## src/rtl/pc_sequencer.sv

```systemverilog
// Next-PC controller: arbitrates sequential fetch, ID jumps, EX branches,
// exception entry and exception return. It parks redirects that arrive while
// instruction memory is busy, and tracks handler mode and the saved EPC.
module pc_sequencer #(
  parameter logic [31:0] RESET_VECTOR = 32'h0000_0000,
  parameter logic [31:0] EXC_VECTOR   = 32'h0000_0080,
  parameter logic [31:0] PC_STEP      = 32'd4
) (
  input  logic        CLK,
  input  logic        Reset,
  input  logic [31:0] CurrentPC,
  input  logic        ImemReady,
  input  logic        Stall,
  input  logic        Jump,
  input  logic [31:0] JumpTarget,
  input  logic        BranchTaken,
  input  logic [31:0] BranchTarget,
  input  logic        Exception,
  input  logic [31:0] ExcPC,
  input  logic        Eret,
  output logic [31:0] NewAddress,
  output logic        PCWrite,
  output logic        FlushIF,
  output logic        FlushID,
  output logic [31:0] EPC,
  output logic        InHandler,
  output logic        Holding
);

  typedef enum logic [0:0] {StRun, StHold} state_e;

  state_e      state_q, state_d;
  logic        in_handler_q, in_handler_d;
  logic [31:0] epc_q, epc_d;
  logic [31:0] pending_q, pending_d;
  logic        pending_is_exc_q, pending_is_exc_d;

  logic        exc_acc, eret_acc, priv_req, redirect, flush_id_req, take;
  logic [31:0] target;
  logic [31:0] new_address;
  logic        pc_write, flush_if, flush_id;

  // Qualify the four redirect sources and pick the highest-priority target.
  always_comb begin
    exc_acc      = Exception & ~in_handler_q;
    eret_acc     = Eret & in_handler_q;
    priv_req     = exc_acc | eret_acc;
    redirect     = priv_req | BranchTaken | Jump;
    flush_id_req = priv_req | BranchTaken;
    if (exc_acc) begin
      target = EXC_VECTOR;
    end else if (eret_acc) begin
      target = epc_q;
    end else if (BranchTaken) begin
      target = BranchTarget;
    end else begin
      target = JumpTarget;
    end
    // In HOLD a plain branch/jump must not displace a parked exception/eret target.
    if (state_q == StRun) begin
      take = redirect;
    end else begin
      take = priv_req | (redirect & ~pending_is_exc_q);
    end
  end

  // Next-state and next-PC selection for the RUN/HOLD machine and handler state.
  always_comb begin
    state_d          = state_q;
    pending_d        = pending_q;
    pending_is_exc_d = pending_is_exc_q;
    epc_d            = epc_q;
    in_handler_d     = in_handler_q;
    new_address      = CurrentPC;
    pc_write         = 1'b0;
    flush_if         = 1'b0;
    flush_id         = 1'b0;
    unique case (state_q)
      StRun: begin
        if (redirect) begin
          new_address = target;
          pc_write    = ImemReady;
          flush_if    = 1'b1;
          flush_id    = flush_id_req;
          if (!ImemReady) begin
            state_d          = StHold;
            pending_d        = target;
            pending_is_exc_d = priv_req;
          end
        end else if (!Stall && ImemReady) begin
          new_address = CurrentPC + PC_STEP;
          pc_write    = 1'b1;
        end
      end
      StHold: begin
        new_address = take ? target : pending_q;
        pc_write    = ImemReady;
        flush_if    = 1'b1;
        flush_id    = take & flush_id_req;
        if (take) begin
          pending_d        = target;
          pending_is_exc_d = priv_req;
        end
        if (ImemReady) begin
          state_d = StRun;
        end
      end
    endcase
    // Handler bookkeeping happens on acceptance, independent of ImemReady.
    if (exc_acc) begin
      epc_d        = ExcPC;
      in_handler_d = 1'b1;
    end else if (eret_acc) begin
      in_handler_d = 1'b0;
    end
  end

  // State registers; reset throws away any parked redirect and the EPC.
  always_ff @(posedge CLK or posedge Reset) begin
    if (Reset) begin
      state_q          <= StRun;
      in_handler_q     <= 1'b0;
      epc_q            <= 32'h0;
      pending_q        <= RESET_VECTOR;
      pending_is_exc_q <= 1'b0;
    end else begin
      state_q          <= state_d;
      in_handler_q     <= in_handler_d;
      epc_q            <= epc_d;
      pending_q        <= pending_d;
      pending_is_exc_q <= pending_is_exc_d;
    end
  end

  assign NewAddress = Reset ? RESET_VECTOR : new_address;
  assign PCWrite    = Reset ? 1'b0 : pc_write;
  assign FlushIF    = Reset ? 1'b1 : flush_if;
  assign FlushID    = Reset ? 1'b1 : flush_id;
  assign EPC        = epc_q;
  assign InHandler  = in_handler_q;
  assign Holding    = (state_q == StHold);

endmodule

```

## config.mk

```make
export PLATFORM = sky130hd
export DESIGN_NAME = pc_sequencer
export DESIGN_NICKNAME = d
export VERILOG_FILES = /design/src/rtl/pc_sequencer.sv
export SDC_FILE = /design/constraint.sdc
export NUM_CORES = 1
export LEC_CHECK = 0
export BUFFER_PORTS_ARGS = -buffer_cell sky130_fd_sc_hd__buf_2
export CORE_ASPECT_RATIO = 0.9
export CORE_MARGIN = 5
export CORE_UTILIZATION = 35
export CTS_BUF_LIST = sky130_fd_sc_hd__clkbuf_8
export CTS_CLUSTER_SIZE = 8
export DETAILED_ROUTE_END_ITERATION = 10
export SYNTH_ARGS = -nofsm -noshare
export SYNTH_HDL_FRONTEND = slang
export SYNTH_SLANG_ARGS = --single-unit
```

## constraint.sdc

```tcl
create_clock -name CLK -period 6.47 [get_ports CLK]
set_clock_uncertainty 0.1 [all_clocks]
set_input_delay 1.294 -clock CLK [delete_from_list [all_inputs] [get_ports CLK]]
set_output_delay 1.294 -clock CLK [all_outputs]
set_load 0.01 [all_outputs]
```

==> results of run 1 <==
==> sequential cells by signal (all words and copies together) (netlist names) <==
register          flops
pending_q            32
EPC                  32
InHandler             1
Holding               1
pending_is_exc_q      1
==> worst min-delay path: stages (launching register included) <==
cell and delay (ns):
dfrtp_1 0.35, nand2_1 0.04, o21ai_0 0.06
==> per-layer routing <==
metal / up-vias / GRT usage [%] / wire length, µm
met2: 202 / 32.51 / 7762
li1: 2388 / - / -
met1: 2383 / 29.37 / 8048
met5: - / 0 / 0
met4: 0 / 6.170 / 321
met3: 28 / 4.395 / 1213
==> metrics by stage <==
step | util (%) | std cells | power, mW
final | 45.35 | 899 | 1.462
after global routing | 45.35 | 899 | 1.553
after CTS | 45.35 | 899 | 1.472
after detailed placement | 44.07 | 883 | 1.154
after global placement | 44.07 | 883 | 1.137
after floorplan | - | 546 | 0.9190
==> synth_stat cells (all sizes together) (3+ instances only) <==
cell / n / area share (%)
nand2: 73 / 5.9
dfrtp: 67 / 35
mux2: 56 / 13
o21ai: 55 / 5.7
nor2: 38 / 3.0
buf: 22 / 2.5
a21oi: 21 / 2.2
a22oi: 21 / 3.3
xnor2: 20 / 3.6
clkbuf: 17 / 1.3
mux2i: 14 / 2.9
nand3: 14 / 1.5
o211ai: 13 / 2.0
nor3: 12 / 1.6
a211oi: 10 / 1.7
a31oi: 8 / 1.0
nand4: 8 / 1.5
nor4: 8 / 1.3
a2111oi: 6 / 1.3
and3: 6 / 0.78
inv: 5 / 0.39
o221ai: 5 / 0.91
o31a: 5 / 0.91
and2: 4 / 0.52
nand2b: 4 / 0.52
or3: 4 / 0.52
a2bb2oi: 3 / 0.91
and4: 3 / 0.54
o21a: 3 / 0.47
==> final cells by class <==
type | count | share of cell area (%)
multi-input combinational | 434 | 48.46
sequential | 67 | 27.46
timing repair buffer | 208 | 17.42
tap | 168 | 3.443
clock buffer | 11 | 2.480
inverter | 6 | 0.3893
clock inverter | 5 | 0.3484
==> power by group through the flow <==
| stage | registers [mW] | logic [mW] | clock network, mW |
|---|---|---|---|
| detailed placement | 0.614 | 0.540 | 0 |
| global placement | 0.607 | 0.530 | 0 |
| global route | 0.622 | 0.592 | 0.339 |
| finish | 0.608 | 0.539 | 0.315 |
| CTS | 0.606 | 0.542 | 0.325 |
| floorplan | 0.614 | 0.305 | 0 |
==> logic make-up (layout without fill, tap and decap cells) <==
family / after synthesis / after routing
xor gates and xnor gates: 21 / 21
adders and majority gates: 1 / 1
muxes: 70 / 70
DFF: 67 / 67
AOI/OAI and AO/OA: 160 / 160
buffers and inverters: 45 / 230
and+or+nand+nor: 182 / 182
==> final timing paths <==
kind,end,startpoint,cells past startpoint,slack (ns)
max,NewAddress[15],BranchTaken,6,1.21
min,pending_q[8]$_DFFE_PP0P_,pending_q[8]$_DFFE_PP0P_,2,0.39
max reg2reg,pending_q[29]$_DFFE_PP0P_,Holding$_DFF_PP0_,4,2.93
min reg2reg,pending_q[8]$_DFFE_PP0P_,pending_q[8]$_DFFE_PP0P_,2,0.39
max in group asynchronous,pending_q[0]$_DFFE_PP0P_,Reset,3,4.50
min in group asynchronous,EPC[27]$_DFFE_PP0P_,Reset,2,1.15
==> metrics.md, run 1 <==
| Metric | Value |
|---|---|
| Status | `finished clean` |
| Xor/xnor cell area share of the yosys netlist | `3.808%` |
| Layout cell share with drive strength beyond 1 | `39.53%` |
| Slew Limit Fails | `0` |
| Hold_buf cts | `0` |
| CP Class | `primary input to primary output` |
| Post-CTS setup buffers | `0` |
| Slowest CP cell | `a21oi_1` |
| Total Die Area | `0.01625 mm²` |
| Num CTS Buffers | `9` |
| Core area | `0.01346 mm²` |
| Post-layout net count | `863` |
| Post-route cell area | `0.006106 mm²` |
| Total Routing Usage GR | `20.95%` |
| Mapped Area | `0.004830 mm²` |
| Switching Power | `0.5502 mW` |
| Max-cap violations | `0` |
| # rows | `40` |
| Die Wd | `133.8 µm` |
| Sink Count | `67` |
| Multi-input logic area | `0.002959 mm²` |
| Worst Tran Pin Value | `1.084 ns` |
| Final antenna-violating net count | `0` |
| Clock Latency Late Sink | `0.35 ns` |
| Cell family with most CP delay | `compound AO/OA/AOI/OAI gates` |
| Fill count | `1334` |
| Initial antenna violation count | `0` |
| Commonest non-fill, non-tap cell in the layout | `buf_2` |
| Seq/Total Area, Yosys | `34.72%` |
| Final min period | `5.264 ns` |
| ANT cells | `0` |
| Clock tree buffer depth | `2` |
| First-pass GRT wire length | `26970 µm` |
| Vias in the first global route | `5040` |
| Sequential fraction of design power | `41.6%` |
| I/O pin total | `205` |
| Drt first pass iters | `4` |
| DRC | `0` |
| Sw frac | `37.64%` |
| CP startpoint kind | `primary input` |
| Comb power frac | `36.8%` |
| Post-synthesis mux area share | `15.96%` |
| Max stage delay on crit path | `0.80 ns` |
| Worst path bufs/invs | `2` |
| Finish-stage setup viols | `0` |
| Net Count, Synth | `683` |
| Hold slack final | `0.3852 ns` |
| Top FF cell, synth | `dfrtp_1` |
| RSZ-0062 raised after global routing | `no` |
| Critical Path AT | `3.87 ns` |
| Syn. warnings | `0` |
| Most frequent cells in the layout | `204 x buf_2, 69 x nand2_1, 67 x dfrtp_1, 52 x mux2_2, 39 x o21ai_0` |
| Mapped Avg Cell Area | `8.845 µm²` |
| Post-synth EDFFs | `0` |
| Final WS setup | `1.206 ns` |
| Main combinational cell family by area after synthesis | `compound AO/OA/AOI/OAI gates` |
| P&R area growth vs syn | `26.42%` |
| Post-Synth Simple-Gate Area | `18.96%` |
| Post-placement cell area | `0.005933 mm²` |
| FF/Latch Area | `0.001677 mm²` |
| Post-Synth Adder-Cell Area | `0.2591%` |
| Via count | `5001` |
| Highest clock rate | `0.1900 GHz` |
| Crit path capture type | `primary output` |
| Starting density of the core | `35.87%` |
| Compound-Gate Fraction of Synth Area | `21.99%` |
| WL final | `17350 µm` |
| Pwr/cell area | `239.4 mW/mm²` |
| Worst VDD drop | `0.00009904 V` |
| Unique masters post-synth | `61` |
| Pin count of the biggest net entering global routing | `63` |
| Register bit total from synthesis | `67` |
| Clock transition at path regs | `0.08 ns` |
| Post-cts sizing count | `0` |
| HP Class | `register to register` |
| Async SR Flop Fraction | `100.0%` |
| Detail Placement HPWL | `13500 µm` |
| Synthesized instance count | `546` |
| P_int | `0.9114 mW` |
| CP Max Fanout | `37` |
| Final hold viol count | `0` |
| Pleak | `2.742 nW` |
| Worst path cell trace | `buf_2, nor2_1, a21oi_1, nand2_1, o221ai_1, buf_2` |
| Max_slew headroom | `27.54%` |
| RePlAce Congestion | `0.9030` |
| Setup TNS Final | `0 ns` |
| Die Ht | `121.4 µm` |
| Most used cell, CP | `buf_2` |
| Vias per cell | `5.563` |
| Period utilization | `81.36%` |
| TritonCTS clock tree | `done` |
| Gr ovfl total | `0` |
| Pre-CTS setup slack | `1.263 ns` |
| 1st-iter DRT viols | `405` |
| Max H-tree Level | `3` |
| Clock share of power | `21.6%` |
| Root buffer cell | `clkbuf_8` |
| Critical Path RT | `5.08 ns` |
| Routed len/inst | `19.29 µm` |
| I/O Buffers | `204` |
Power figures use the tool's default switching activity.
==> run 2, diff against run 1 <==
clock period = 5.2 ns   (was 6.47 ns; I/O delays follow)
==> run 2 against run 1 <==
- final area grew 0.47%
- cell count grew 1.1%
- combinational power grew 25%
- sequential power grew 25%
- largest cell class unchanged
- first-iteration DRC count grew 14%
- die area is the same
==> metrics.md, run 2 (synthesis gave the netlist of run 1 again) <==
| Metric | Value |
|---|---|
| Max-cap violations | `0 (unchanged)` |
| Clock share of power | `20.5% (-1.1 points)` |
| Detail Placement HPWL | `14120 µm (+4.6%)` |
| Finish-stage setup viols | `0 (unchanged)` |
| Initial antenna violation count | `3 (+3)` |
| Sequential fraction of design power | `42.0% (+0.4 points)` |
| Max_slew headroom | `31.98% (+4.4 points)` |
| Slew Limit Fails | `0 (unchanged)` |
| CP Class | `primary input to primary output` |
| Highest clock rate | `0.2355 GHz` |
| Post-route cell area | `0.006135 mm² (+0.47%)` |
| 1st-iter DRT viols | `462 (+14%)` |
| Vias in the first global route | `5067 (+0.54%)` |
| RSZ-0062 raised after global routing | `no` |
| Clock Latency Late Sink | `0.35 ns (about the same)` |
| Post-placement cell area | `0.005973 mm² (+0.67%)` |
| RePlAce Congestion | `0.8946 (-0.93%)` |
| Critical Path RT | `4.06 ns (-1.02 ns)` |
| DRC | `0 (unchanged)` |
| Worst reg2reg setup slack | `2.26 ns (-0.67 ns)` |
| Post-CTS setup buffers | `0 (unchanged)` |
| WL final | `18170 µm (+4.7%)` |
| Final min period | `4.247 ns` |
| P_int | `1.107 mW (+22%)` |
| CP Max Fanout | `16 (-57%)` |
| Clock transition at path regs | `0.07 ns (about the same)` |
| Clock tree buffer depth | `2 (unchanged)` |
| Comb power frac | `37.5% (+0.7 points)` |
| Post-layout net count | `870 (+0.81%)` |
| Via count | `5122 (+2.4%)` |
| Fill count | `1335 (+0.075%)` |
| Pre-CTS setup slack | `0.9949 ns (-0.2681 ns)` |
| Max H-tree Level | `3 (unchanged)` |
| Critical Path AT | `3.11 ns (-0.76 ns)` |
| Total Routing Usage GR | `21.88% (+0.93 points)` |
| Hold Path Stages | `2 (unchanged)` |
| Crit path capture type | `primary output` |
| Post-cts sizing count | `0 (unchanged)` |
| First-pass GRT wire length | `27890 µm (+3.4%)` |
| TritonCTS clock tree | `done` |
| Num CTS Buffers | `9 (unchanged)` |
| I/O Buffers | `204 (unchanged)` |
| P&R area growth vs syn | `27.02%` |
| # rows | `40 (unchanged)` |
| CP startpoint kind | `primary input` |
| Layout cell share with drive strength beyond 1 | `39.97% (+0.44 points)` |
| Pwr/cell area | `293.7 mW/mm² (+23%)` |
| Core area | `0.01346 mm² (unchanged)` |
| Hold slack final | `0.3813 ns (-0.003974 ns)` |
| Switching Power | `0.6944 mW (+26%)` |
| HP Class | `register to register` |
| Final hold viol count | `0 (unchanged)` |
| Sink Count | `67 (unchanged)` |
| Commonest non-fill, non-tap cell in the layout | `buf_2` |
| Drt first pass iters | `5 (+1)` |
| Most frequent cells in the layout | `204 x buf_2, 69 x nand2_1, 67 x dfrtp_1, 52 x mux2_2, 39 x o21ai_0` |
| Vias per cell | `5.635 (+1.3%)` |
| Placed Cells | `890 (+0.79%)` |
| Period utilization | `81.68%` |
| Root buffer cell | `clkbuf_8` |
| Total Die Area | `0.01625 mm² (unchanged)` |
| Die Wd | `133.8 µm (unchanged)` |
| Routed len/inst | `19.98 µm (+3.6%)` |
| Pleak | `2.767 nW (+0.92%)` |
| Worst VDD drop | `0.0001847 V (+87%)` |
| I/O pin total | `205 (unchanged)` |
| Status | `finished clean` |
| Sw frac | `38.54% (+0.90 points)` |
| Pin count of the biggest net entering global routing | `63 (unchanged)` |
| Hold_buf cts | `0 (unchanged)` |
| Setup TNS Final | `0 ns (unchanged)` |
| R2R depth | `4 (unchanged)` |
| Final std cells w/o fill | `909 (+1.1%)` |
| Final WS setup | `0.9528 ns (-0.2531 ns)` |
| Final antenna-violating net count | `0 (unchanged)` |
| Gr ovfl total | `0 (unchanged)` |
| Starting density of the core | `35.87% (unchanged)` |
| Worst Tran Pin Value | `1.017 ns (-0.06760 ns)` |
| Die Ht | `121.4 µm (unchanged)` |
==> run 2: cell types whose count changed in the layout (fill, tap and decap cells not counted) <==
cell	before	now
diode_2	0	3
buf_4	3	11
inv_1	8	9
buf_12	1	0
clkbuf_8	11	9
clkinv_2	3	4
==> run 2: worst max-delay path, cell delays in order <==
cell and delay [ns]:
buf_2 0.36, nor2_1 0.20, o21ai_0 0.27, or2_0 0.40, nor2_1 0.06, a2111oi_0 0.51
buf_2 0.25
==> run 2: stage by stage <==
step	utilization, %	power (mW)
after floorplan	-	1.143
after detailed placement	44.37	1.440
after global routing	45.57	1.909
after global placement	44.37	1.422
final	45.57	1.802
after CTS	45.51	1.808
==> run 2: worst paths after layout <==
| check | from | to |
|---|---|---|
| setup / recovery | BranchTaken | NewAddress[5] |
| hold / removal | pending_q[4]$_DFFE_PP0P_ | pending_q[4]$_DFFE_PP0P_ |
| setup reg to reg | Holding$_DFF_PP0_ | pending_q[29]$_DFFE_PP0P_ |
| hold reg to reg | pending_q[4]$_DFFE_PP0P_ | pending_q[4]$_DFFE_PP0P_ |
| max in group asynchronous | Reset | pending_q[12]$_DFFE_PP0P_ |
| min in group asynchronous | Reset | pending_q[15]$_DFFE_PP0P_ |
==> run 2: cell type report <==
| cell class | instances | area, µm² | share of cell area, % |
|---|---|---|---|
| well taps | 168 | 210.2 | 3.426 |
| multi-input cells | 434 | 2959 | 48.24 |
| repair buffers | 215 | 1104 | 17.99 |
| flip-flops and latches | 67 | 1677 | 27.33 |
| clock inverters | 7 | 30.03 | 0.4895 |
| inverters | 6 | 23.77 | 0.3875 |
| diodes | 3 | 7.507 | 0.1224 |
| clock buffers | 9 | 123.9 | 2.019 |
==> run 2: metal layers <==
metal | GRT usage, % | share of wire (%)
met4 | 8.483 | 1.9
met1 | 31.06 | 45
met3 | 3.483 | 7.7
met2 | 33.30 | 45
met5 | 0 | 0
==> run 2: power groups by stage <==
stage | clock, mW | combinational, mW | sequential [mW]
finish | 0.369 | 0.676 | 0.758
global route | 0.393 | 0.741 | 0.775
floorplan | 0 | 0.379 | 0.764
global placement | 0 | 0.663 | 0.759
CTS | 0.376 | 0.676 | 0.756
detailed placement | 0 | 0.675 | 0.765
==> run 3, diff against run 2 <==
ABC_AREA = 1   (was default)
clock period = 4.1 ns   (was 5.2 ns; I/O delays follow)
==> run 3 against run 2 <==
- sequential share of layout area down 2.7 points
- worst hold slack better by 0.0039 ns
- critical path depth up 1
- power up 40%
- via count up 27%
- routed wire length up 16%
- largest cell class unchanged
- synthesized area up 14%
- non-clock buffer count up 4
==> metrics.md, run 3 <==
| Metric | Value |
|---|---|
| Status | `finished clean` |
| Via count | `6486 (+27%)` |
| Highest clock rate | `0.2604 GHz` |
| Vias in the first global route | `5925 (+17%)` |
| Setup TNS Final | `0 ns (unchanged)` |
| P&R area growth vs syn | `23.95%` |
| Commonest non-fill, non-tap cell in the layout | `nand2_1` |
| Final hold viol count | `0 (unchanged)` |
| Register bit total from synthesis | `67 (unchanged)` |
| Detail Placement HPWL | `16050 µm (+14%)` |
| Clock transition at path regs | `0.08 ns (about the same)` |
| Post-route cell area | `0.006818 mm² (+11%)` |
| Sequential fraction of design power | `35.6% (-6.4 points)` |
| Mapped Area | `0.005500 mm² (+14%)` |
| Die Ht | `128.9 µm (+6.2%)` |
| Drt first pass iters | `8 (+3)` |
| Worst Tran Pin Value | `0.7258 ns (-0.2908 ns)` |
| First-pass GRT wire length | `32580 µm (+17%)` |
| Final min period | `3.841 ns` |
| Post-CTS setup buffers | `0 (unchanged)` |
| TritonCTS clock tree | `done` |
| Slew Limit Fails | `0 (unchanged)` |
| CP Class | `primary input to primary output` |
| Max-cap violations | `0 (unchanged)` |
| Switching Power | `1.013 mW (+46%)` |
| I/O pin total | `205 (unchanged)` |
| Pin count of the biggest net entering global routing | `78 (+24%)` |
| Fill count | `1674 (+25%)` |
| Post-layout net count | `1206 (+39%)` |
| Die Wd | `142.1 µm (+6.2%)` |
| Net Count, Synth | `1026 (+50%)` |
| CP startpoint kind | `primary input` |
| Pleak | `3.690 nW (+33%)` |
| Core area | `0.01544 mm² (+15%)` |
| Async SR Flop Fraction | `100.0% (unchanged)` |
| Gr ovfl total | `0 (unchanged)` |
| Root buffer cell | `clkbuf_8` |
| Starting density of the core | `35.62% (-0.25 points)` |
| Sink Count | `67 (unchanged)` |
| DRC | `0 (unchanged)` |
| Total Routing Usage GR | `22.63% (+0.75 points)` |
| WL final | `21110 µm (+16%)` |
| I/O Buffers | `204 (unchanged)` |
| Worst VDD drop | `0.0001779 V (-3.7%)` |
| Clock share of power | `24.6% (+4.1 points)` |
| Critical Path AT | `2.92 ns (-0.19 ns)` |
| HP Class | `register to register` |
| Pwr/cell area | `369.0 mW/mm² (+26%)` |
| Final Util | `44.15% (-1.4 points)` |
| Comb power frac | `39.9% (+2.4 points)` |
| Pre-CTS setup slack | `0.2700 ns (-0.7248 ns)` |
| Post-synth top area cell | `dfrtp_1` |
| Top-count cell post-synth | `nand2_1` |
| Sw frac | `40.28% (+1.7 points)` |
| Period utilization | `93.68%` |
| Total Die Area | `0.01833 mm² (+13%)` |
| Post-placement cell area | `0.006601 mm² (+11%)` |
| Syn. warnings | `0 (unchanged)` |
| Critical Path RT | `3.18 ns (-0.88 ns)` |
| P_int | `1.503 mW (+36%)` |
| Yosys top cell area share | `30.48% (-4.2 points)` |
| Mapped Avg Cell Area | `6.187 µm² (-30%)` |
| Final WS setup | `0.2592 ns (-0.6936 ns)` |
| Finish-stage setup viols | `0 (unchanged)` |
| 1st-iter DRT viols | `576 (+25%)` |
| RSZ-0062 raised after global routing | `no` |
| Unique masters post-synth | `34 (-44%)` |
| ANT cells | `0 (-3)` |
| Num CTS Buffers | `9 (unchanged)` |
| RePlAce Congestion | `0.8802 (-1.6%)` |
| Final antenna-violating net count | `0 (unchanged)` |
| Synth top area cells | `dfrtp_1 30%, nand2_1 20%, nor2_1 7.6%, nand3_1 7.4%, a22oi_1 6.1%` |
| Initial antenna violation count | `0 (-3)` |
| Hold_buf cts | `0 (unchanged)` |
| CP Max Fanout | `19 (+3)` |
| Clock Latency Late Sink | `0.36 ns (about the same)` |
| Multi-input logic area | `0.003252 mm² (+9.9%)` |
| Max_slew headroom | `51.31% (+19 points)` |
| Routed len/inst | `16.54 µm (-17%)` |
| Post-synth EDFFs | `0 (unchanged)` |
| FF/Latch Area | `0.001678 mm² (about the same)` |
| Top FF cell, synth | `dfrtp_1` |
| Post-cts sizing count | `0 (unchanged)` |
| Vias per cell | `5.083 (-9.8%)` |
| Max H-tree Level | `3 (unchanged)` |
| Clock tree buffer depth | `2 (unchanged)` |
| Crit path capture type | `primary output` |
| Seq/Total Area, Yosys | `30.48% (-4.2 points)` |
| Most frequent cells in the layout | `294 x nand2_1, 204 x buf_2, 111 x nor2_1, 81 x nand3_1, 70 x inv_1` |
| # rows | `43 (+7.5%)` |
| Layout cell share with drive strength beyond 1 | `24.02% (-16 points)` |
| Most frequent cells after synthesis | `294 x nand2_1, 111 x nor2_1, 81 x nand3_1` |
| Synthesized instance count | `889 (+63%)` |
-- run 3: cell count changes after synthesis, moves of 12 or more --
cell and delta:
o211ai_1 -13, nand3_1 +67, a21oi_1 +12, mux2_2 -52, mux2i_1 -13, inv_1 +66
xnor2_1 -19, a22oi_1 +24, nand2_1 +224, nor2_1 +73
-- run 3: layout make-up --
cell class	instances	share of cell area (%)
Tap cell	202	3.707
Clock inverter	7	1.358
Sequential cell	67	24.61
Timing Repair Buffer	219	16.63
Inverter	76	4.184
Multi-Input combinational cell	696	47.70
Clock buffer	9	1.817
-- run 3: worst max-delay path: stages --
cell	delay, ns
buf_2	0.11
nand2_2	0.18
clkinv_1	0.63
a22oi_1	0.64
o21ai_0	0.15
o21ai_0	0.11
a21oi_1	0.11
buf_2	0.15
-- run 3: final timing paths --
kind	slack, ns	end	cells after the start	startpoint
setup / recovery	0.26	NewAddress[20]	8	Eret
hold / removal	0.39	pending_q[31]$_DFFE_PP0P_	2	pending_q[31]$_DFFE_PP0P_
setup reg to reg	1.54	pending_q[26]$_DFFE_PP0P_	9	InHandler$_DFFE_PP0P_
hold reg to reg	0.39	pending_q[31]$_DFFE_PP0P_	2	pending_q[31]$_DFFE_PP0P_
max in group asynchronous	2.70	pending_q[17]$_DFFE_PP0P_	3	Reset
min in group asynchronous	0.52	pending_q[7]$_DFFE_PP0P_	2	Reset
-- run 3: power groups by stage --
stage	combinational, mW	sequential, mW	clock [mW]
global route	1.12	0.911	0.663
floorplan	0.625	0.910	0
global placement	0.987	0.910	0
finish	1.00	0.895	0.618
detailed placement	0.999	0.906	0
CTS	1.00	0.893	0.635
-- run 3: cell families after synthesis --
family	Yosys count	synth area share, %
compound gates	163	17.52
simple gates	524	40.08
fa+ha+maj	1	0.2274
flops	67	30.48
xor+xnor	7	1.115
mux	1	0.1820
buf+inv	126	10.40
-- run 3: layer usage --
metal	wire length (µm)	GRT usage, %
met1	10430	35.38
met2	8406	31.09
met3	1945	4.645
met4	329	6.208
met5	0	0
-- run 3: through the flow --
stage	power [mW]	instances	hold slack (ns)
2_1_floorplan	1.536	889	0.3488
3_3_place_gp	1.897	1260	0.3629
3_5_place_dp	1.905	1260	0.3654
4_1_cts	2.531	1276	0.3872
5_1_grt	2.698	1276	0.4062
6_report	2.516	1276	0.3852
